--- src/rtl/umod_down_counter.sv ---
//==============================================================================
// Module   : umod_down_counter
// Purpose  : Programmable modulo-M down counter. Counts from mod-1 down to 0
//            and wraps back to mod-1, emitting a one-cycle registered tc pulse
//            on each wrap. Start value and modulus are loaded synchronously.
// Ports    : clk      - rising-edge clock
//            rst      - asynchronous reset, active low
//            en       - count enable, one decrement per clock while high
//            load     - synchronous load strobe, priority over en
//            load_val - start value captured on load (saturated to mod-1)
//            mod_val  - modulus captured on load (0 = 2^N, 1 = use MOD)
//            count    - registered count value
//            tc       - registered terminal-count pulse
//            zero     - combinational flag, count == 0
// Options  : UMOD_DOWN_ONESHOT_EN - when defined, the counter stops at 0 after
//            its terminal count (DONE state) until the next load or reset.
// Revision : 1.0 - initial release
//==============================================================================
`default_nettype none

module umod_down_counter #(
    parameter int N   = 6,
    parameter int MOD = 60
) (
    input  logic         clk,
    input  logic         rst,
    input  logic         en,
    input  logic         load,
    input  logic [N-1:0] load_val,
    input  logic [N-1:0] mod_val,
    output logic [N-1:0] count,
    output logic         tc,
    output logic         zero
);

    typedef enum logic [0:0] {
        ST_RUN  = 1'b0,
        ST_DONE = 1'b1
    } state_t;

    // Modulus register is one bit wider than the count so it can hold 2^N.
    localparam logic [N:0]   c_MOD       = (N+1)'(MOD);
    localparam logic [N-1:0] c_COUNT_RST = N'(MOD - 1);

    logic [N-1:0] count_q, count_d;
    logic         tc_q, tc_d;
    logic [N:0]   mod_q, mod_d;
    state_t       state_q, state_d;

    logic [N:0]   w_new_mod;
    logic [N-1:0] w_new_mod_m1;
    logic [N-1:0] w_mod_m1;

    // Decode the incoming modulus: 0 stands for 2^N, 1 is meaningless for a
    // counter and falls back to the default modulus.
    always_comb begin
        w_new_mod = {1'b0, mod_val};
        if (mod_val == '0) begin
            w_new_mod = {1'b1, {N{1'b0}}};
        end else if (mod_val == N'(1)) begin
            w_new_mod = c_MOD;
        end
    end

    // Modulus is always >= 2, so modulus-1 always fits in N bits.
    assign w_new_mod_m1 = N'(w_new_mod - 1'b1);
    assign w_mod_m1     = N'(mod_q - 1'b1);

    always_comb begin
        count_d = count_q;
        tc_d    = 1'b0;
        mod_d   = mod_q;
        state_d = state_q;

        if (load) begin
            mod_d   = w_new_mod;
            // load_val < new modulus is the same test as load_val <= modulus-1,
            // which keeps the comparison N bits wide.
            count_d = (load_val <= w_new_mod_m1) ? load_val : w_new_mod_m1;
            state_d = ST_RUN;
        end else if (en) begin
`ifdef UMOD_DOWN_ONESHOT_EN
            if (state_q == ST_RUN) begin
                if (count_q != '0) begin
                    count_d = count_q - 1'b1;
                end else begin
                    // Stay parked at zero; only load or reset restarts.
                    tc_d    = 1'b1;
                    state_d = ST_DONE;
                end
            end
`else
            if (count_q != '0) begin
                count_d = count_q - 1'b1;
            end else begin
                count_d = w_mod_m1;
                tc_d    = 1'b1;
            end
`endif
        end
    end

    always_ff @(posedge clk or negedge rst) begin
        if (!rst) begin
            count_q <= c_COUNT_RST;
            tc_q    <= 1'b0;
            mod_q   <= c_MOD;
            state_q <= ST_RUN;
        end else begin
            count_q <= count_d;
            tc_q    <= tc_d;
            mod_q   <= mod_d;
            state_q <= state_d;
        end
    end

    assign count = count_q;
    assign tc    = tc_q;
    assign zero  = (count_q == '0);

endmodule

`default_nettype wire

--- config.mk ---
export PLATFORM = sky130hd
export DESIGN_NAME = umod_down_counter
export DESIGN_NICKNAME = d
export VERILOG_FILES = /design/src/rtl/umod_down_counter.sv
export SDC_FILE = /design/constraint.sdc
export NUM_CORES = 1
export LEC_CHECK = 0
export ABC_CLOCK_PERIOD_IN_PS = 2300
export BUFFER_PORTS_ARGS = -buffer_cell sky130_fd_sc_hd__buf_4
export CAP_MARGIN = 10
export CORE_MARGIN = 10
export CORE_UTILIZATION = 40
export DETAILED_ROUTE_END_ITERATION = 12
export SKIP_LAST_GASP = 1
export SYNTH_ARGS = -nofsm -noshare
export SYNTH_HDL_FRONTEND = slang
export SYNTH_SLANG_ARGS = --single-unit
--- constraint.sdc ---
create_clock -name clk -period 2.3 [get_ports clk]
set_input_delay 0.345 -clock clk [delete_from_list [all_inputs] [get_ports clk]]
set_output_delay 0.345 -clock clk [all_outputs]
set_load 0.01 [all_outputs]
* After elaboration in Yosys (flattened, before gate mapping)
Index checks and enable logic that the tools add are counted.
Operators by class: $add $sub $neg 3, mux-type cells 9, reductions and logical operators 4, equal/unequal tests 1, magnitude comparators 1
Operator list (number):
- 6-bit 2-to-1 mux | 6
- 6-bit by 1-bit subtractor with 6-bit output (second input constant) | 3
- 6-bit logical NOT | 2
- 6-bit by 1-bit equality test with 1-bit output (second input constant) | 1
- 6-bit less-or-equal comparator | 1
- 6-bit nonzero test | 1
- 1-bit 2-to-1 mux | 3
- 2-bit nonzero test | 1
Storage, ports and cells: input port bits 16, register bits after elaboration 13, logic and storage cells 21, output and inout port bits 8

* Logic depth before layout (Yosys ltp)
depth after elaboration 7, mapped depth 14, depth with buffers taken out 13

* Worst setup path after synthesis
OpenSTA, ideal clock, no wires.
path type input port to flip-flop, start input port mod_val[4], end register count_q[5] (netlist: count[5]), setup time 0.083 ns, required time 2.217 ns, stages 13, slack -0.612 ns, data arrival time 2.828 ns, path buffers 1, path through nor4_2 -> nand2_1 -> nand2_1 -> ha_1 -> nor3b_1 -> xnor2_1 -> and2_1 -> ha_1 -> a21o_1 -> a21oi_1 -> a21oi_2 -> buf_4 -> o311a_1
Between the ends: cells in the longest elaborated chain, start to end 7, elaborated cells on any way between the ends 8, those cells by class add/sub: 1; order compare: 1; eq/ne: 1; mux: 4; reduce/logical: 1
Ends and longest elaborated chain:
- start, declared | line 30 | input logic [N-1:0] mod_val,
- 6-bit by 1-bit equality test with 1-bit output | line 60 | end else if (mod_val == N'(1)) begin
- 6-bit 2-to-1 mux | line 60
- 6-bit 2-to-1 mux * | line 58 | if (mod_val == '0) begin
- 6-bit by 1-bit subtractor with 6-bit output * | line 66 | assign w_new_mod_m1 = N'(w_new_mod - 1'b1);
- 6-bit less-or-equal comparator | line 79 | count_d = (load_val <= w_new_mod_m1) ? load_val : w_new_mod_m1;
- 6-bit 2-to-1 mux * | line 79
- 6-bit 2-to-1 mux * | line 75 | if (load) begin
- end signal, assigned | line 105 | count_q <= c_COUNT_RST;
- end signal, assigned | line 110 | count_q <= count_d;
- end, declared | line 45 | logic [N-1:0] count_q, count_d;
Every way passes the cells marked *; elsewhere a longest branch is shown, timed or not. A chain may end at the register's enable or synchronous reset.

* Worst setup path in the final report
start input port mod_val[4], end register count_q[0] (netlist: count[0])
The elaborated chain is that of the path after synthesis.

==> impl_metrics.csv <==
group,metric,value,unit
floorplanning,fp-row-count,18,
logic_synthesis,synth_edf_count,0,
logic_synthesis,yosysSeqAreaShare,32.3,%
sta,rsz0062_at_grt,"yes",
sta,period_share,109,%
global_routing,antenna_found_initial,0,
setup_path,start_kind,"primary input",
global_routing,grt_pass1_wl,4.84,mm
global_routing,grt_max_degree,21,
clock_network,tritoncts,"yes",
setup_path,cp.required,2.50,ns
routing,vias_per_cell,5.48,
power_and_ir_drop,vdd_drop_max,0.269,mV
global_routing,use_met3,2.23,%
clock_network,clkLatencyLatePin,0.27,ns
logic_synthesis,synth_warnings,0,
sta,tightestPinTransition,0.309,ns
global_routing,grt_busiest_layer,"met2",
power_and_ir_drop,p_per_area,517,nW/um2
setup_path,cp_top_family,"simple AND/OR/NAND/NOR gates",
clock_network,clock_sinks,13,
routing,drtAntennaViolNets,0,
sta,fin_crit,2.50,ns
routing,wl,2.98,mm
outcome,status,"complete, but fails checks",
power_and_ir_drop,p_comb_share,41.5,%
floorplanning,dieArea,5050,um2
sta,fin_ws,-0.203,ns
power_and_ir_drop,p_clk_share,17.4,%
logic_synthesis,synth_ff_type,"dfstp_2",
finish,final_nets,184,
min_path,hold_path.class,"primary input to register",
sta,holdWs,0.352,ns
floorplanning,start_util,42.1,%
routing,wire_per_inst,15.8,um
logic_synthesis,synth_top_area_share,22.7,%
finish,final_cell_area,1530,um2
clock_network,clk_path_buf_depth,2,
logic_synthesis,synth.area.top_cells,"dfstp_2 (23%), dfrtp_1 (9.6%), ha_1 (9.6%)",
global_routing,track_usage,11.4,%
setup_path,cpMostUsedCell,"ha_4",
clock_network,htree_levels,1,
sta,setup_viol,6,
floorplanning,die_h,71.0,um
power_and_ir_drop,p_leak,0.662,nW
floorplanning,coreArea,2480,um2
global_routing,met2_usage,19.3,%
setup_path,max_stage_delay,0.29,ns
setup_path,endpoint_kind,"register",
global_routing,use_met1,13.9,%
routing,first_iter_violations,95,
setup_path,crit_chain,"buf_8 > nor4_4 > nand2_1 > nand2_2 > ha_4 > nor3b_4 > xnor2_1 > and2_4 > ha_4 > a21o_1 > a21oi_2 > a21oi_4 > buf_12 > a31o_2 > o22ai_2",
sta,hold_violations,0,
setup_path,worstSetupPathType,"primary input to register",
placed_design,dpl.hpwl,2.35,mm
job,maxCapViolations,0,
logic_synthesis,synth.net_count,140,
power_and_ir_drop,p_seq_share,41.0,%
floorplanning,die_x,71.0,um
finish,area_growth,46.9,%
logic_synthesis,ys_ff_latch,13,
global_routing,overflow,0,
sta,fmax,400,MHz
sta,setup_tns,-1.05,ns
routing,firstDrtPassIters,4,
finish,num_antenna_cells,0,
finish,drive_gt1_share,45.3,%
placed_design,place_area,1390,um2
placed_design,place.gp.congestion,0.834,
power_and_ir_drop,power,792,uW
setup_path,slowest_stage,"nor4_4",
outcome,violations,"setup timing",
logic_synthesis,async_reset_ff_share,100,%
sta,drv_slew,0,
placed_design,port_buffers,23,
power_and_ir_drop,internal-power,523,uW
logic_synthesis,syn-cell-area,1040,um2
setup_path,crit_arrival,2.70,ns
power_and_ir_drop,p_sw_share,34.0,%
global_routing,grt_pass1_vias,1030,
setup_path,worstPathMaxFanout,6,
floorplanning,ios,24,
routing,drc_errors,0,
logic_synthesis,netlist_instances,116,
logic_synthesis,yosys.cell_types.count,43,
setup_path,path_buf_inv,2,
logic_synthesis,synth.most_common_cell,"a21oi_1",
sta,slew_headroom,79.4,%
clock_network,root_buffer,"clkbuf_4",
logic_synthesis,yosys.area.top_type,"dfstp_2",
sta,fin_skew,0.00299,ns
power_and_ir_drop,power_switching,269,uW
finish,final_cell_count_no_fill,189,
clock_network,cts_buffers,3,
logic_synthesis,netlist_top_cells_count,"a21oi_1 (16), nor2_1 (12), dfstp_2 (9)",
logic_synthesis,syn_area_per_cell,8.98,um2
placed_design,dp_cells,181,
routing,vias,1035,
clock_network,clk_pin_slew,0.08,ns
==> cells by family (layout without fill, tap and decap cells) <==
logic type      after synthesis  in the layout  synth area share (%)
flops                        13             13                  32.3
fa+ha+maj                     8              8                  9.60
compound gates               41             41                  27.0
simple gates                 37             37                  19.0
mux                           4              4                  4.08
buf+inv                      10             53                  5.52
xor+xnor                      3              3                  2.52
==> power groups by stage <==
stage	clock, mW	combinational [mW]	sequential [mW]
after floorplan	0	0.156	0.327
after global placement	0	0.282	0.328
after detailed placement	0	0.288	0.329
after CTS	0.145	0.297	0.325
after global routing	0.158	0.361	0.333
final	0.138	0.329	0.325
==> registers in the layout, summed over array words and instances, names as in the netlist <==
signal / count
count: 6
mod_q: 6
tc: 1
==> metal layers <==
layer | share of wire, % | up-vias
li1 | - | 530
met1 | 44 | 474
met2 | 50 | 29
met3 | 5.1 | 2
met4 | 1.0 | 0
met5 | 0 | -
==> path summary, 6_finish.rpt <==
path                                      start              endpoint  slack (ns)  depth (start not counted)
hold reg to reg            mod_q[5]$_DFFE_PN1P_  mod_q[5]$_DFFE_PN1P_        0.50                          2
hold / removal                      load_val[5]  count[5]$_DFFE_PN1P_        0.35                          2
min in group asynchronous                   rst  count[2]$_DFFE_PN0P_        0.45                          2
setup / recovery                     mod_val[4]  count[0]$_DFFE_PN1P_       -0.20                         15
max in group asynchronous                   rst  count[0]$_DFFE_PN1P_        1.62                          2
setup reg to reg           count[4]$_DFFE_PN1P_  count[2]$_DFFE_PN0P_        0.32                          8
==> cell type report <==
cell class	instances	area (um2)
inverters	5	18.8
repair buffers	44	374
multi-input cells	93	738
flip-flops and latches	13	337
clock buffers	4	26.3
well taps	30	37.5
fillers	233	946
==> per-stage QoR <==
step | setup slack (ns) | util [%]
final | -0.203 | 61.8
after global routing | -0.286 | 61.8
after CTS | -0.198 | 58.3
after detailed placement | -0.494 | 56.0
after global placement | -0.401 | 56.0
after floorplan | -0.320 | -
==> what timing repair did <==
action	CTS	global route
hold buffers	1	0
setup buffers	2	0
cloned	0	1
endpoints found under the hold margin	4	0
pin swaps	1	12
gates resized for setup	1	11
endpoints found under the setup margin	6	6
==> placed cells by master (no fill, tap or decap), types with 2 or more instances in the layout <==
master / Yosys / final
clkbuf_4: 0 / 3
nor2_1: 12 / 12
o21ai_1: 2 / 2
xnor2_1: 2 / 2
nand3b_1: 3 / 3
inv_1: 5 / 5
buf_4: 1 / 39
nand3_1: 3 / 2
mux2_2: 2 / 2
a31oi_1: 2 / 2
dfstp_2: 9 / 9
nor3_1: 5 / 4
ha_1: 8 / 6
a21o_1: 4 / 4
mux2i_1: 2 / 2
ha_4: 0 / 2
a21oi_1: 16 / 15
nand2_1: 5 / 4
dfrtp_1: 4 / 4
Note: power is estimated with default switching activity, not from simulation.
